$ cat src/rtl/gen_multitap.sv
`default_nettype none
// ============================================================================
// Module   : gen_multitap
// Purpose  : Multi-pad adapter for one Genesis controller port. Up to NPADS
//            pads are read through a single port with a nibble-serial
//            TH/TR/TL handshake. The host lowers TH to start a sequence and
//            toggles TR once per nibble. TL echoes TR once the new nibble is
//            on DO.
// Ports    : RESET       async active-high reset
//            CLK         system clock
//            CE          clock enable; all state advances only when CE=1
//            TH, TR      resolved host levels
//            PAD_BTN     12 bits per pad, active-low, LSB first:
//                        {Z,Y,X,MODE,START,C,B,A,RIGHT,LEFT,DOWN,UP}
//            PAD_PRESENT 1 = pad connected
//            PAD_6BTN    1 = six-button pad
//            DO          data nibble (D3..D0)
//            TL          handshake acknowledge
//            ACTIVE      1 while a sequence is in progress
// Revision : 1.0 - initial release
// ============================================================================
module gen_multitap #(
    parameter int NPADS = 4,
    parameter int TMO   = 11600,
    parameter int FILT  = 2
) (
    input  logic                  RESET,
    input  logic                  CLK,
    input  logic                  CE,
    input  logic                  TH,
    input  logic                  TR,
    input  logic [12*NPADS-1:0]   PAD_BTN,
    input  logic [NPADS-1:0]      PAD_PRESENT,
    input  logic [NPADS-1:0]      PAD_6BTN,
    output logic [3:0]            DO,
    output logic                  TL,
    output logic                  ACTIVE
);

    localparam int IDXW = $clog2(4 + 4*NPADS + 1);
    localparam int TMOW = $clog2(TMO + 1);
    localparam int FLTW = $clog2(FILT + 1);

    typedef enum logic [1:0] {
        ST_IDLE = 2'd0,
        ST_SEQ  = 2'd1,
        ST_DONE = 2'd2
    } state_t;

    // ------------------------------------------------------------------
    // Input filters: index 0 = TH, index 1 = TR
    // ------------------------------------------------------------------
    logic [1:0]      raw;
    logic [1:0]      flt_q, flt_d;
    logic [1:0]      prv_q, prv_d;
    logic [FLTW-1:0] fcnt_q [2];
    logic [FLTW-1:0] fcnt_d [2];

    assign raw = {TR, TH};

    // A new level is accepted only after it has differed from the accepted
    // level for FILT consecutive CE samples; any bounce restarts the count.
    always_comb begin
        for (int i = 0; i < 2; i++) begin
            flt_d[i]  = flt_q[i];
            fcnt_d[i] = '0;
            if (raw[i] != flt_q[i]) begin
                if (fcnt_q[i] == FLTW'(FILT - 1)) begin
                    flt_d[i] = raw[i];
                end else begin
                    fcnt_d[i] = fcnt_q[i] + 1'b1;
                end
            end
        end
        prv_d = flt_q;
    end

    logic thf, trf, th_fall, th_rise, tr_tog;
    assign thf     = flt_q[0];
    assign trf     = flt_q[1];
    // Edges are seen one CE after the filter accepts a level, which gives
    // the one-CE acknowledge latency on TL.
    assign th_fall =  prv_q[0] & ~thf;
    assign th_rise = ~prv_q[0] &  thf;
    assign tr_tog  =  prv_q[1] ^  trf;

    // ------------------------------------------------------------------
    // Snapshot and nibble map
    // ------------------------------------------------------------------
    logic [12*NPADS-1:0] snap_btn_q, snap_btn_d;
    logic [NPADS-1:0]    snap_pres_q, snap_pres_d;
    logic [NPADS-1:0]    snap_six_q, snap_six_d;

    logic [IDXW-1:0]     idx_q, idx_d, idx_nx;
    logic [IDXW-1:0]     data_end;
    logic [3:0]          nib_nx;

    assign idx_nx = idx_q + 1'b1;

    // Nibble that belongs at idx_nx, and the index one past the last data
    // nibble. Present pads are packed back to back in ascending order.
    always_comb begin
        int         pos;
        logic [11:0] b;
        nib_nx = 4'hF;
        pos    = 4 + NPADS;
        b      = '1;
        if (idx_nx == IDXW'(1)) begin
            nib_nx = 4'hF;
        end else if (idx_nx < IDXW'(4)) begin
            nib_nx = 4'h0;
        end
        for (int p = 0; p < NPADS; p++) begin
            if (int'(idx_nx) == 4 + p) begin
                nib_nx = !snap_pres_q[p] ? 4'hF : (snap_six_q[p] ? 4'h1 : 4'h0);
            end
        end
        for (int p = 0; p < NPADS; p++) begin
            if (snap_pres_q[p]) begin
                b = snap_btn_q[12*p +: 12];
                if (int'(idx_nx) == pos) begin
                    nib_nx = {b[3], b[2], b[1], b[0]};
                end
                if (int'(idx_nx) == pos + 1) begin
                    nib_nx = {b[7], b[4], b[6], b[5]};
                end
                if (snap_six_q[p] && int'(idx_nx) == pos + 2) begin
                    nib_nx = {b[8], b[9], b[10], b[11]};
                end
                pos = pos + (snap_six_q[p] ? 3 : 2);
            end
        end
        data_end = IDXW'(pos);
    end

    // ------------------------------------------------------------------
    // Sequencer
    // ------------------------------------------------------------------
    state_t          state_q, state_d;
    logic [3:0]      do_q, do_d;
    logic            tl_q, tl_d;
    logic            active_q, active_d;
    logic [TMOW-1:0] tmo_q, tmo_d;

    always_comb begin
        state_d     = state_q;
        idx_d       = idx_q;
        do_d        = do_q;
        tl_d        = tl_q;
        tmo_d       = tmo_q;
        snap_btn_d  = snap_btn_q;
        snap_pres_d = snap_pres_q;
        snap_six_d  = snap_six_q;

        case (state_q)
            ST_IDLE: begin
                do_d  = 4'h3;
                tl_d  = 1'b1;
                idx_d = '0;
                tmo_d = '0;
                // A TR toggle coinciding with the fall is simply not counted.
                if (th_fall) begin
                    state_d     = ST_SEQ;
                    tl_d        = trf;
                    snap_btn_d  = PAD_BTN;
                    snap_pres_d = PAD_PRESENT;
                    snap_six_d  = PAD_6BTN;
                end
            end
            ST_SEQ, ST_DONE: begin
                if (th_rise) begin
                    // TH rise takes priority over a simultaneous TR toggle.
                    state_d = ST_IDLE;
                    idx_d   = '0;
                    do_d    = 4'h3;
                    tl_d    = 1'b1;
                    tmo_d   = '0;
                end else if (tr_tog) begin
                    tmo_d = '0;
                    tl_d  = trf;
                    if (state_q == ST_SEQ) begin
                        idx_d = idx_nx;
                        if (idx_nx >= data_end) begin
                            state_d = ST_DONE;
                            do_d    = 4'hF;
                        end else begin
                            do_d    = nib_nx;
                        end
                    end else begin
                        do_d = 4'hF;
                    end
                end else if (!thf && tmo_q == TMOW'(TMO)) begin
                    state_d = ST_IDLE;
                    idx_d   = '0;
                    do_d    = 4'h3;
                    tl_d    = 1'b1;
                    tmo_d   = '0;
                end else if (tmo_q != TMOW'(TMO)) begin
                    tmo_d = tmo_q + 1'b1;
                end
            end
            default: begin
                state_d = ST_IDLE;
                idx_d   = '0;
                do_d    = 4'h3;
                tl_d    = 1'b1;
                tmo_d   = '0;
            end
        endcase

        active_d = (state_d != ST_IDLE);
    end

    always_ff @(posedge CLK or posedge RESET) begin
        if (RESET) begin
            flt_q       <= 2'b11;
            prv_q       <= 2'b11;
            fcnt_q[0]   <= '0;
            fcnt_q[1]   <= '0;
            state_q     <= ST_IDLE;
            idx_q       <= '0;
            do_q        <= 4'h3;
            tl_q        <= 1'b1;
            active_q    <= 1'b0;
            tmo_q       <= '0;
            snap_btn_q  <= '1;
            snap_pres_q <= '0;
            snap_six_q  <= '0;
        end else if (CE) begin
            flt_q       <= flt_d;
            prv_q       <= prv_d;
            fcnt_q[0]   <= fcnt_d[0];
            fcnt_q[1]   <= fcnt_d[1];
            state_q     <= state_d;
            idx_q       <= idx_d;
            do_q        <= do_d;
            tl_q        <= tl_d;
            active_q    <= active_d;
            tmo_q       <= tmo_d;
            snap_btn_q  <= snap_btn_d;
            snap_pres_q <= snap_pres_d;
            snap_six_q  <= snap_six_d;
        end
    end

    assign DO     = do_q;
    assign TL     = tl_q;
    assign ACTIVE = active_q;

endmodule
`default_nettype wire

$ cat config.mk
export PLATFORM = sky130hd
export DESIGN_NAME = gen_multitap
export DESIGN_NICKNAME = d
export VERILOG_FILES = /design/src/rtl/gen_multitap.sv
export SDC_FILE = /design/constraint.sdc
export NUM_CORES = 1
export LEC_CHECK = 0
export BUFFER_PORTS_ARGS = -buffer_cell sky130_fd_sc_hd__buf_2
export CORE_UTILIZATION = 45
export DETAILED_ROUTE_END_ITERATION = 8
export GPL_TIMING_DRIVEN = 0
export PLACE_DENSITY = 0.71
export SYNTH_ARGS = -nofsm -noshare
export SYNTH_HDL_FRONTEND = slang
export SYNTH_SLANG_ARGS = --single-unit
export TNS_END_PERCENT = 10
$ cat constraint.sdc
create_clock -name CLK -period 5.02 [get_ports CLK]
set_input_delay 0 -clock CLK [delete_from_list [all_inputs] [get_ports CLK]]
set_output_delay 0 -clock CLK [all_outputs]
set_load 0.1 [all_outputs]
# Yosys cells after proc, flatten, opt, wreduce, memory -nomap -nowiden
# Index checks and enable logic that the tools add are counted.
# W data, S select, Z words.
[op_classes]
n_addsub = 14
n_mul = 0
reduce_logical = 15
order_cmp = 2
bitwise = 5
n_eq_ne = 28
shift = 0
n_div = 0
muxes = 70
[op_table]
columns = ["cell", "count"]
rows = [
  ["$eq A6 B32 Y1", 9],
  ["$mux W4", 32],
  ["$add A32 B2 Y32 const B", 3],
  ["$add A32 B3 Y32 const B", 3],
  ["$mux W14", 5],
  ["$add A32 B3 Y32", 2],
  ["$mux W32", 2],
  ["$mux W5", 7],
  ["$eq A5 B4 Y1 const B", 4],
  ["$mux W2", 10],
  ["$eq A5 B5 Y1 const B", 3],
  ["$add A14 B1 Y14 const B", 1],
  ["$eq A14 B14 Y1 const B", 1],
  ["$ne A14 B14 Y1 const B", 1],
  ["$mux W1", 12],
  ["$reduce_and A3 Y1", 4],
  ["$ne A4 B4 Y1 const B", 2],
  ["$eq A2 B1 Y1 const B", 3],
  ["$add A4 B2 Y5 const A", 1],
  ["$add A5 B1 Y5 const B", 1],
  ["$add A5 B3 Y5", 1],
  ["$eq A5 B1 Y1 const B", 1],
  ["$ge A5 B5 Y1", 1],
  ["$logic_and A1 B1 Y1", 5],
  ["15 further kinds", 20],
]
[totals]
rom_bits = 0
latch_bits = 0
inputBits = 61
mem_count = 0
ramBits = 0
output_inout_bits = 6
regBits = 91
elab_cells = 148

# Longest topological paths before layout
# Gate-level depths: netlist of the first run.
[depth]
depth_word = 29
ltp_mapped = 23
mapped_depth_nobuf = 22

# Worst setup path after synthesis of the first run
# Ideal clock, no wire load.
[synth_timing]
path_type = "register to register"
start = "register snap_pres_q[0]"
end = "register do_q[0], in the netlist DO[0]"
stages_incl_launch_ff = 22
period_less_slack_ns = 4.215
t_arrival_ns = 4.127
setup_ns = 0.088
t_required_ns = 4.932
slack_ns = 0.805
path_cell_list = "dfrtp_1 -> buf_4 -> nand2_1 -> inv_1 -> ha_1 -> nand2_1 -> nand2_1 -> ha_1 -> nor2b_1 -> a31oi_2 -> ha_1 -> inv_1 -> ha_1 -> mux2_2 -> ha_1 -> a21o_1 -> a21o_1 -> a21o_1 -> a211oi_1 -> o311ai_2 -> a211oi_1 -> a211oi_2"
[synth_between]
elab_chain_cells = 26
[synth_rtl]
columns = ["element", "line_no", "source"]
rows = [
  ["from (decl)", "91", "logic [NPADS-1:0] snap_pres_q, snap_pres_d;"],
  ["from (signal assigned)", "241", "snap_pres_q <= snap_pres_d;"],
  ["parallel branches: the longest is 21 deep, another holds $add A32 B3 Y32", "-", ""],
  ["$mux W4 (*)", "183", "if (idx_nx >= data_end) begin"],
  ["$mux W4 (*)", "181", "if (state_q == ST_SEQ) begin"],
  ["$mux W4 (*)", "178", "end else if (tr_tog) begin"],
  ["$mux W4 (*)", "171", "if (th_rise) begin"],
  ["$mux W4 (*)", "155", "case (state_q)"],
  ["to (signal assigned)", "236", "do_q <= do_d;"],
  ["to (decl)", "140", "logic [3:0] do_q, do_d;"],
]
# Mark *: on every way between the ends.
# A chain may end at the register's enable or synchronous reset.

# Worst setup path after layout of the first run
[layout_timing]
start = "register snap_six_q[0]"
end = "register do_q[3], in the netlist DO[3]"
[layout_between]
elab_chain_cells = 21
[layout_rtl]
columns = ["element", "line_no", "source"]
rows = [
  ["from (decl)", "92", "logic [NPADS-1:0] snap_six_q, snap_six_d;"],
  ["from (signal assigned)", "242", "snap_six_q <= snap_six_d;"],
  ["parallel branches: the longest is 16 deep, another holds $add A32 B3 Y32", "-", ""],
  ["$mux W4 (*)", "183", ""],
  ["$mux W4 (*)", "181", ""],
  ["$mux W4 (*)", "178", ""],
  ["$mux W4 (*)", "171", ""],
  ["$mux W4 (*)", "155", ""],
]
# Marks and branches as above.

==> flow_summary.json, run 1 <==
{
  "worstPathRequired_ps": 5260,
  "synth-edff-count": 0,
  "synth-seq-area-share_pct": 37.11,
  "drtIter0Drc": 361,
  "clkSlewWorstSetupHoldPaths_ps": 70,
  "ys_warn_count": 0,
  "ys_ff_latch": 91,
  "synthArstFlopShare_pct": 100.0,
  "insertion_delay_ps": 350,
  "syn_to_final_growth_pct": 23.83,
  "grt_first_pass_wirelength_um": 27680,
  "yosysTopAreaCell": "dfstp_2",
  "viasPerCell": 5.739,
  "peakVddDrop_v": 0.0002414,
  "r2r-end": "DO[3]$_DFFE_PP0P_",
  "rr_worst_depth": 23,
  "fin_tns_setup_ps": 0,
  "grt_pass1_vias": 5515,
  "setup.worst_path.end": "DO[3]$_DFFE_PP0P_",
  "worst-setup-path-type": "flip-flop to flip-flop",
  "rr_startpoint": "snap_six_q[0]$_DFFE_PP0P_",
  "antenna_found_initial": 0,
  "die_x_um": 120.5,
  "io_pins": 67,
  "postRouteAntennaNets": 0,
  "end_kind": "flip-flop",
  "r2r_slack_ps": 380,
  "place_inst": 890,
  "synth_area_mm2": 0.006322,
  "fin_nets": 875,
  "cts_buffer_depth": 2,
  "cp-startpoint": "snap_six_q[0]$_DFFE_PP0P_",
  "drive_above_1_share_pct": 30.42,
  "drc": 0,
  "cts_made_buffers": 9,
  "core_mm2": 0.01345,
  "routed-via-count": 5538,
  "period_share_pct": 92.45,
  "dieHeight_um": 120.5,
  "worstPathMaxFanout": 8,
  "cts_htree_levels": 3,
  "max_cap_violations": 0,
  "synthTopCellsByArea": "dfstp_2, dfrtp_1, mux2_2",
  "slew_headroom_pct": 47.46,
  "die_area_mm2": 0.01453,
  "powerDensity_mw_per_mm2": 593.3,
  "synthMostInstantiatedCell": "mux2_2",
  "rows": 42,
  "place_ws_ps": 245.7,
  "wl_per_cell_um": 17.30,
  "dr.pass1.iters": 5,
  "slew_viol_final": 0,
  "hold_viol": 0,
  "cts_tree": "built",
  "leakage_uw": 0.003290,
  "rsz0062_at_grt": "no",
  "start_util_pct": 47.00,
  "grt_max_degree": 69,
  "layout.cells.non_filler": 965,
  "ys_top_cells_by_count": "mux2_2, dfstp_2, nand2_1",
  "wl_um": 16700,
  "synth_cells": 647,
  "synth_cell_types": 79,
  "portBuffers": 66,
  "status": "finished clean",
  "worstSetupStartpointType": "flip-flop",
  "yosys.area.top_type_share_pct": 22.86,
  "gr-total-overflow": 0,
  "worst_pin_slew_ps": 779.8,
  "ys.flop_type": "dfstp_2",
  "clkSinkCount": 91,
  "cts-root-buf": "clkbuf_16",
  "hp-class": "input pin to flip-flop",
  "syn-num-nets": 738,
  "max_freq_mhz": 215.5,
  "min_period_ps": 4641,
  "avgSynthCellArea_um2": 9.772,
  "dp_hpwl_um": 12180,
  "finalSetupViolations": 0,
  "cp_data_arrival_time_ps": 4880,
  "gp_congestion": 0.9478,
  "diodes": 0,
  "finClkSkew_ps": 5.074,
  "setup_ws_ps": 378.8,
  "grt_use_total_pct": 24.42
}
==> placed cells by master (no fill, tap or decap), types with 16 or more instances in the layout <==
cell,synthesis,layout
a21oi_1,36,36
inv_1,37,36
dfrtp_1,36,36
xnor2_1,20,20
nor2_1,34,34
dfstp_2,55,55
clkbuf_1,18,19
ha_1,30,30
nand2_1,41,40
o21ai_0,29,29
buf_2,11,77
nor3_1,16,16
dlygate4sd3_1,0,59
mux2_2,63,63
==> state kept, by name, indices dropped and copies added (netlist names), 4 cells and up <==
signal       cells
fcnt_q           4
snap_six_q       4
snap_pres_q      4
tmo_q           14
idx_q            5
DO               4
snap_btn_q      48
==> through the flow <==
step	total power [uW]	util (%)	instance area, um^2	hold slack (ps)
global route	4982	58.19	7829	166.6
detailed placement	3821	51.31	6903	0.07522
finish	4645	58.19	7829	136.6
CTS	4628	58.14	7821	130.9
global placement	3732	51.09	6873	233.0
floorplan	3252	-	6322	150.6
==> critical path, stage by stage, from the launching register on <==
cell,delay (ps)
dfrtp_1,360
buf_2,170
nand2_1,140
inv_1,60
ha_1,310
nand2_1,140
nand2_1,110
ha_1,210
inv_1,60
ha_1,130
inv_1,40
ha_1,320
nand2_1,170
nand2_2,140
ha_1,280
xnor2_1,150
xnor2_1,210
mux2i_1,260
a21oi_1,80
or3_1,390
buf_2,170
a31oi_2,240
a21oi_1,70
a211o_1,310
==> repair_timing <==
item / 4_1_cts / 5_1_grt
setup buffers: 0 / 0
gates resized for setup: 0 / 2
endpoints found under the setup margin: 0 / 3
hold endpoints to repair: 81 / 0
hold buffers: 59 / 0
==> cells by family after synthesis <==
logic type / count (synthesis) / synth area share [%]
adders and majority gates: 30 / 5.937
and+or+nand+nor: 190 / 16.43
muxes: 68 / 12.01
xor gates and xnor gates: 34 / 5.898
DFF: 91 / 37.11
buffers and inverters: 75 / 5.066
AOI/OAI and AO/OA: 159 / 17.55
==> worst min path at each step <==
stage | to | start | depth (start not counted) | slack (ps)
finish | fcnt_q[2]$_DFFE_PP0P_ | CE | 3 | 140
global route | fcnt_q[2]$_DFFE_PP0P_ | CE | 3 | 170
CTS | fcnt_q[2]$_DFFE_PP0P_ | CE | 3 | 130
detailed placement | snap_six_q[0]$_DFFE_PP0P_ | RESET | 2 | 0.08
global placement | snap_btn_q[2]$_DFFE_PP1P_ | PAD_BTN[2] | 2 | 230
floorplan | snap_pres_q[0]$_DFFE_PP0P_ | PAD_PRESENT[0] | 1 | 150
==> report_power, final <==
group	leakage [uW]	total (uW)	internal (uW)	switching, uW
clock	0.000162	753	455	298
combinational	0.00207	2510	1100	1410
sequential	0.00106	1380	1180	206
==> area by class of cell <==
cell class	instances	area, um^2
repair buffers	126	948.4
clock buffers	11	242.7
fillers	1170	5624
well taps	176	220.2
flip-flops and latches	91	2346
plain buffers	35	167.7
inverters	40	155.1
clock inverters	5	85.08
multi-input cells	481	3664
==> layer usage <==
layer,up-vias,GRT usage (%),share of wire (%)
met2,165,40.73,49
met5,-,0,0
met1,2715,31.80,44
met4,0,9.028,2.0
met3,22,4.009,5.3
li1,2636,-,-
Power figures use the tool's default switching activity.
==> run 2: changes to the inputs <==
--- a/config.mk
+++ b/config.mk
@@ -8,5 +8,7 @@
 export BUFFER_PORTS_ARGS = -buffer_cell sky130_fd_sc_hd__buf_2
 export CORE_UTILIZATION = 45
+export CTS_CLUSTER_DIAMETER = 80
 export DETAILED_ROUTE_END_ITERATION = 8
+export GPL_ROUTABILITY_DRIVEN = 0
 export GPL_TIMING_DRIVEN = 0
 export PLACE_DENSITY = 0.71
==> constraint.sdc (replaced) <==
create_clock -name CLK -period 5.02 [get_ports CLK]
set_input_delay 1.004 -clock CLK [delete_from_list [all_inputs] [get_ports CLK]]
set_output_delay 1.004 -clock CLK [all_outputs]
set_load 0.1 [all_outputs]
==> run 2 against run 1 <==
Critical path depth is 2 lower; non-clock buffer count decreased by 59; global-route usage shrank 0.97 points; sequential share of layout area increased by 2.6 points; wire length is 3.2% lower; largest power group unchanged; highest routed layer unchanged.
==> flow_summary.json, run 2 (synthesis results as in run 1) <==
{
  "end_kind": "flip-flop",
  "rsz0062_at_grt": "no",
  "cp-startpoint": "snap_pres_q[0]$_DFFE_PP0P_",
  "dp_hpwl_um": 12150,
  "antenna_found_initial": 0,
  "min_period_ps": 4691,
  "powerDensity_mw_per_mm2": 632.1,
  "peakVddDrop_v": 0.0002620,
  "dpl_cell_area_mm2": 0.006903,
  "period_share_pct": 93.44,
  "cp_common_cell": "ha_1",
  "crit_family": "compound AO/OA/AOI/OAI gates",
  "insertion_delay_ps": 350,
  "path_buf_inv": 3,
  "cts_buffer_depth": 2,
  "viasPerCell": 5.865,
  "grt_first_pass_wirelength_um": 26860,
  "wl_per_cell_um": 17.84,
  "status": "finished clean",
  "grt_pass1_vias": 5310,
  "clkSinkCount": 91,
  "top_regs": "snap_btn_q x48, tmo_q x14, idx_q x5",
  "routed-via-count": 5314,
  "path_cells": "buf_4 > nand2_1 > inv_1 > ha_1 > nand2_1 > nand2_1 > ha_1 > nor2b_1 > a31oi_2 > ha_1 > inv_1 > ha_1 > mux2_2 > ha_1 > a21o_1 > a21o_1 > a21o_1 > a211oi_2 > o311ai_2 > a211oi_1 > a211oi_2",
  "hp-class": "flip-flop to flip-flop",
  "max_cap_violations": 0,
  "worstSetupStartpointType": "flip-flop",
  "utilization_pct": 53.61,
  "top_register": "snap_btn_q",
  "die_x_um": 120.5,
  "diodes": 0,
  "syn_to_final_growth_pct": 14.07,
  "worst-setup-path-type": "flip-flop to flip-flop",
  "mostFrequentLayoutCells": "buf_2, mux2_2, dfstp_2",
  "drtIter0Drc": 407,
  "grt_max_degree": 68,
  "rows": 42,
  "r2r_slack_ps": 330,
  "clkSlewWorstSetupHoldPaths_ps": 80,
  "largest_reg_flops": 48,
  "fin_area_mm2": 0.007212,
  "place_inst": 890,
  "cts_tree": "built",
  "core_mm2": 0.01345,
  "cp_data_arrival_time_ps": 4960,
  "postCtsSetupRepairBufs": 0,
  "fin_tns_setup_ps": 0,
  "grt_use_total_pct": 23.45,
  "die_area_mm2": 0.01453,
  "io_pins": 67,
  "leakage_uw": 0.003017,
  "cts-root-buf": "clkbuf_16",
  "dr.pass1.iters": 5,
  "portBuffers": 66,
  "cts_made_buffers": 9,
  "hold_viol": 0,
  "max_freq_mhz": 213.2,
  "worst_pin_slew_ps": 778.3,
  "cpPeakStageDelay_ps": 400,
  "layout_commonest_cell": "buf_2",
  "slew_headroom_pct": 47.57,
  "gr-total-overflow": 0,
  "finClkSkew_ps": 10.95,
  "postRouteAntennaNets": 0,
  "start_util_pct": 47.00,
  "wl_um": 16160,
  "worstPathMaxFanout": 10,
  "cts_htree_levels": 3,
  "min_from": "fcnt_q[1]$_DFFE_PP0P_",
  "dieHeight_um": 120.5,
  "drive_above_1_share_pct": 32.88,
  "worstPathRequired_ps": 5290,
  "fin_nets": 816,
  "layout.cells.non_filler": 906,
  "drc": 0,
  "finalSetupViolations": 0,
  "rr_startpoint": "snap_pres_q[0]$_DFFE_PP0P_",
  "cp_slowest_cell": "a211oi_2",
  "slew_viol_final": 0
}
[run 2: worst paths after layout]
| check | end | cells past startpoint |
|---|---|---|
| worst max register to register | DO[0]$_DFFE_PP1P_ | 21 |
| worst min register to register | fcnt_q[1]$_DFFE_PP0P_ | 1 |
| worst max-delay path | DO[0]$_DFFE_PP1P_ | 21 |
| min in group asynchronous | idx_q[1]$_DFFE_PP0P_ | 2 |
| worst min-delay path | fcnt_q[1]$_DFFE_PP0P_ | 1 |
| max in group asynchronous | snap_btn_q[46]$_DFFE_PP1P_ | 3 |
[run 2: where the power goes]
part           internal (uW)  leakage, uW  switching (uW)  total, uW
Sequential              1180      0.00106             208       1380
Combinational           1080      0.00182            1400       2480
Clock                    392     0.000137             305        697
[run 2: repair_timing]
item / in CTS / in global routing
resized for setup: 0 / 2
hold buffers: 0 / 0
endpoints found under the setup margin: 0 / 4
[run 2: cell type report]
class	count	area [um^2]
inverter	40	155.1
buffer	35	167.7
multi-input combinational	481	3664
tap	176	220.2
sequential	91	2346
fill	1230	6241
clock inverter	6	72.57
clock buffer	10	229.0
timing repair buffer	67	357.8
[run 2: through the flow]
stage               hold slack [ps]  worst slack (ps)  power [uW]
detailed placement            470.2             138.0        3817
CTS                           492.7             122.2        4534
global placement              460.7             234.4        3711
finish                        491.6             329.4        4558
global route                  513.9             46.25        4889
floorplan                     443.5             805.3        3252
[run 2: metal layers]
layer | wire length [um] | global-route usage [%]
met5 | 0 | 0
met4 | 270 | 6.559
met3 | 1032 | 3.821
met2 | 7785 | 38.94
met1 | 7075 | 31.52
==> run 3: changes to the inputs <==
- ABC_AREA: unset -> 1
==> run 3 against run 2 <==
Synthesized cell count increased by 13%; synthesized area decreased by 6.8%; largest cell class unchanged; clock-buffer cell count increased by 3; largest power group unchanged; critical path type unchanged; utilization increased by 0.099 points.
==> flow_summary.json, run 3 <==
{
  "status": "finished clean",
  "cts_htree_levels": 3,
  "powerDensity_mw_per_mm2": 669.3,
  "syn_to_final_growth_pct": 15.53,
  "worstSetupStartpointType": "flip-flop",
  "avgSynthCellArea_um2": 8.092,
  "drtIter0Drc": 201,
  "synth_area_mm2": 0.005891,
  "cp_data_arrival_time_ps": 4560,
  "grt_first_pass_wirelength_um": 21290,
  "worst_pin_slew_ps": 799.4,
  "start_util_pct": 46.49,
  "hold_viol": 0,
  "yosysTopAreaCell": "dfstp_2",
  "top_register": "snap_btn_q",
  "mostFrequentLayoutCells": "nand2_1, inv_1, buf_2",
  "worstPathRequired_ps": 5230,
  "yosys.area.top_type_share_pct": 24.53,
  "portBuffers": 66,
  "grt_max_degree": 52,
  "place_inst": 967,
  "synth-seq-area-share_pct": 39.83,
  "end_kind": "flip-flop",
  "dieHeight_um": 116.4,
  "finalSetupViolations": 0,
  "cts-root-buf": "clkbuf_16",
  "whs_ps": 475.6,
  "rows": 41,
  "dr.pass1.iters": 4,
  "slew_viol_final": 0,
  "cpPeakStageDelay_ps": 530,
  "viasPerCell": 5.017,
  "core_mm2": 0.01267,
  "syn-num-nets": 819,
  "setup_ws_ps": 674.2,
  "ctsHoldBuffers": 0,
  "cts.repair.resized": 0,
  "cts_tree": "built",
  "synth_cell_types": 47,
  "insertion_delay_ps": 350,
  "place_ws_ps": 674.1,
  "die_area_mm2": 0.01355,
  "layout_commonest_cell": "nand2_1",
  "p_total_uw": 4555,
  "postCtsSetupRepairBufs": 0,
  "peakVddDrop_v": 0.0003791,
  "io_pins": 67,
  "crit_family": "adder cells",
  "max_cap_violations": 0,
  "multi_input_area_mm2": 0.003020,
  "path_buf_inv": 5,
  "fill_cells": 1203,
  "max_freq_mhz": 230.1,
  "clkSlewWorstSetupHoldPaths_ps": 60,
  "routed-via-count": 4932,
  "diodes": 0,
  "gr-total-overflow": 0,
  "dp_hpwl_um": 9651,
  "wl_per_cell_um": 13.18,
  "clkSinkCount": 91,
  "rsz0062_at_grt": "no",
  "finClkSkew_ps": 4.163,
  "synthTopCellsByArea": "dfstp_2, dfrtp_1, nand2_1",
  "die_x_um": 116.4,
  "top_regs": "snap_btn_q x48, tmo_q x14, idx_q x5",
  "synth_cells": 728,
  "fin_tns_setup_ps": 0,
  "ys.flop_type": "dfstp_2",
  "slew_headroom_pct": 46.51,
  "antenna_found_initial": 0,
  "cp_slowest_cell": "o21ai_0",
  "hp-class": "flip-flop to flip-flop",
  "drc": 0,
  "period_share_pct": 86.57,
  "ys_top_cells_by_count": "nand2_1, inv_1, dfstp_2, nor2_1, o21ai_0",
  "ys_ff_latch": 91,
  "layout.cells.non_filler": 983,
  "drive_above_1_share_pct": 26.26,
  "wl_um": 12960,
  "cts_buffer_depth": 2,
  "synth-edff-count": 0,
  "path_cells": "nand2_1 > inv_1 > ha_1 > nor2_2 > xor2_1 > ha_1 > inv_1 > ha_1 > inv_1 > o21ai_0 > ha_1 > inv_1 > a21oi_1 > xor2_1 > ha_1 > nand2_1 > inv_1 > nand4_1 > nand3_1 > nand3_1 > nand2_1 > a32o_1 > nand3_1 > o21ai_0",
  "grt_use_total_pct": 20.56,
  "ys_warn_count": 0,
  "grt_pass1_vias": 4594,
  "leakage_uw": 0.003379,
  "postRouteAntennaNets": 0,
  "largest_reg_flops": 48,
  "synthArstFlopShare_pct": 100.0,
  "min_period_ps": 4346,
  "fin_nets": 897,
  "worst-setup-path-type": "flip-flop to flip-flop",
  "worstPathMaxFanout": 5,
  "regArea_mm2": 0.002346,
  "synthMostInstantiatedCell": "nand2_1",
  "cts_made_buffers": 9
}
## run 3: logic make-up after synthesis
| group | Yosys count | share of synthesized area (%) |
|---|---|---|
| compound gates | 116 | 10.88 |
| flops | 91 | 39.83 |
| mux | 41 | 7.838 |
| simple gates | 290 | 22.62 |
| xor+xnor | 24 | 3.568 |
| buf+inv | 136 | 8.900 |
| fa+ha+maj | 30 | 6.372 |
## run 3: layout make-up
type                       count  share of cell area (%)
clock inverter                 3                   1.011
multi-input combinational    501                   44.38
timing repair buffer          67                   5.258
buffer                        13                  0.9193
clock buffer                  13                   3.971
tap                          172                   3.162
sequential                    91                   34.47
inverter                     123                   6.821
## run 3: worst register-to-register path, delay by kind of cell (launching register included)
kind	cells	cell delay (ps)
compound gates	4	1010
xor+xnor	2	520
fa+ha+maj	5	1200
buf+inv	5	250
flops	1	420
simple gates	8	790
## run 3: worst paths after layout
path | from | to | slack (ps) | cells past startpoint
max | snap_six_q[0]$_DFFE_PP0P_ | state_q[1]$_DFFE_PP0P_ | 670 | 24
min | snap_btn_q[27]$_DFFE_PP1P_ | snap_btn_q[27]$_DFFE_PP1P_ | 480 | 2
max reg2reg | snap_six_q[0]$_DFFE_PP0P_ | state_q[1]$_DFFE_PP0P_ | 670 | 24
min reg2reg | snap_btn_q[27]$_DFFE_PP1P_ | snap_btn_q[27]$_DFFE_PP1P_ | 480 | 2
max in group asynchronous | RESET | snap_btn_q[2]$_DFFE_PP1P_ | 3630 | 3
min in group asynchronous | RESET | fcnt_q[1]$_DFFE_PP0P_ | 700 | 2
## run 3: per-stage QoR
step / utilization, % / instance area (um^2)
after floorplan: - / 5891
after global placement: 50.79 / 6436
after detailed placement: 51.03 / 6466
after CTS: 53.71 / 6805
after global routing: 53.71 / 6805
final: 53.71 / 6805
## run 3: layer usage
metal	vias up	share of wire, %	track usage (%)
met5	-	0	0
met4	0	1.7	8.376
met3	14	3.0	3.529
met2	83	48	34.56
met1	2304	47	26.23
li1	2531	-	-
## run 3: power breakdown
group / total [uW] / switching, uW / leakage, uW / internal [uW]
combinational: 2480 / 1530 / 0.00217 / 943
sequential: 1310 / 164 / 0.00105 / 1150
clock: 766 / 288 / 0.000166 / 478
total: 4550 / 1980 / 0.00338 / 2570
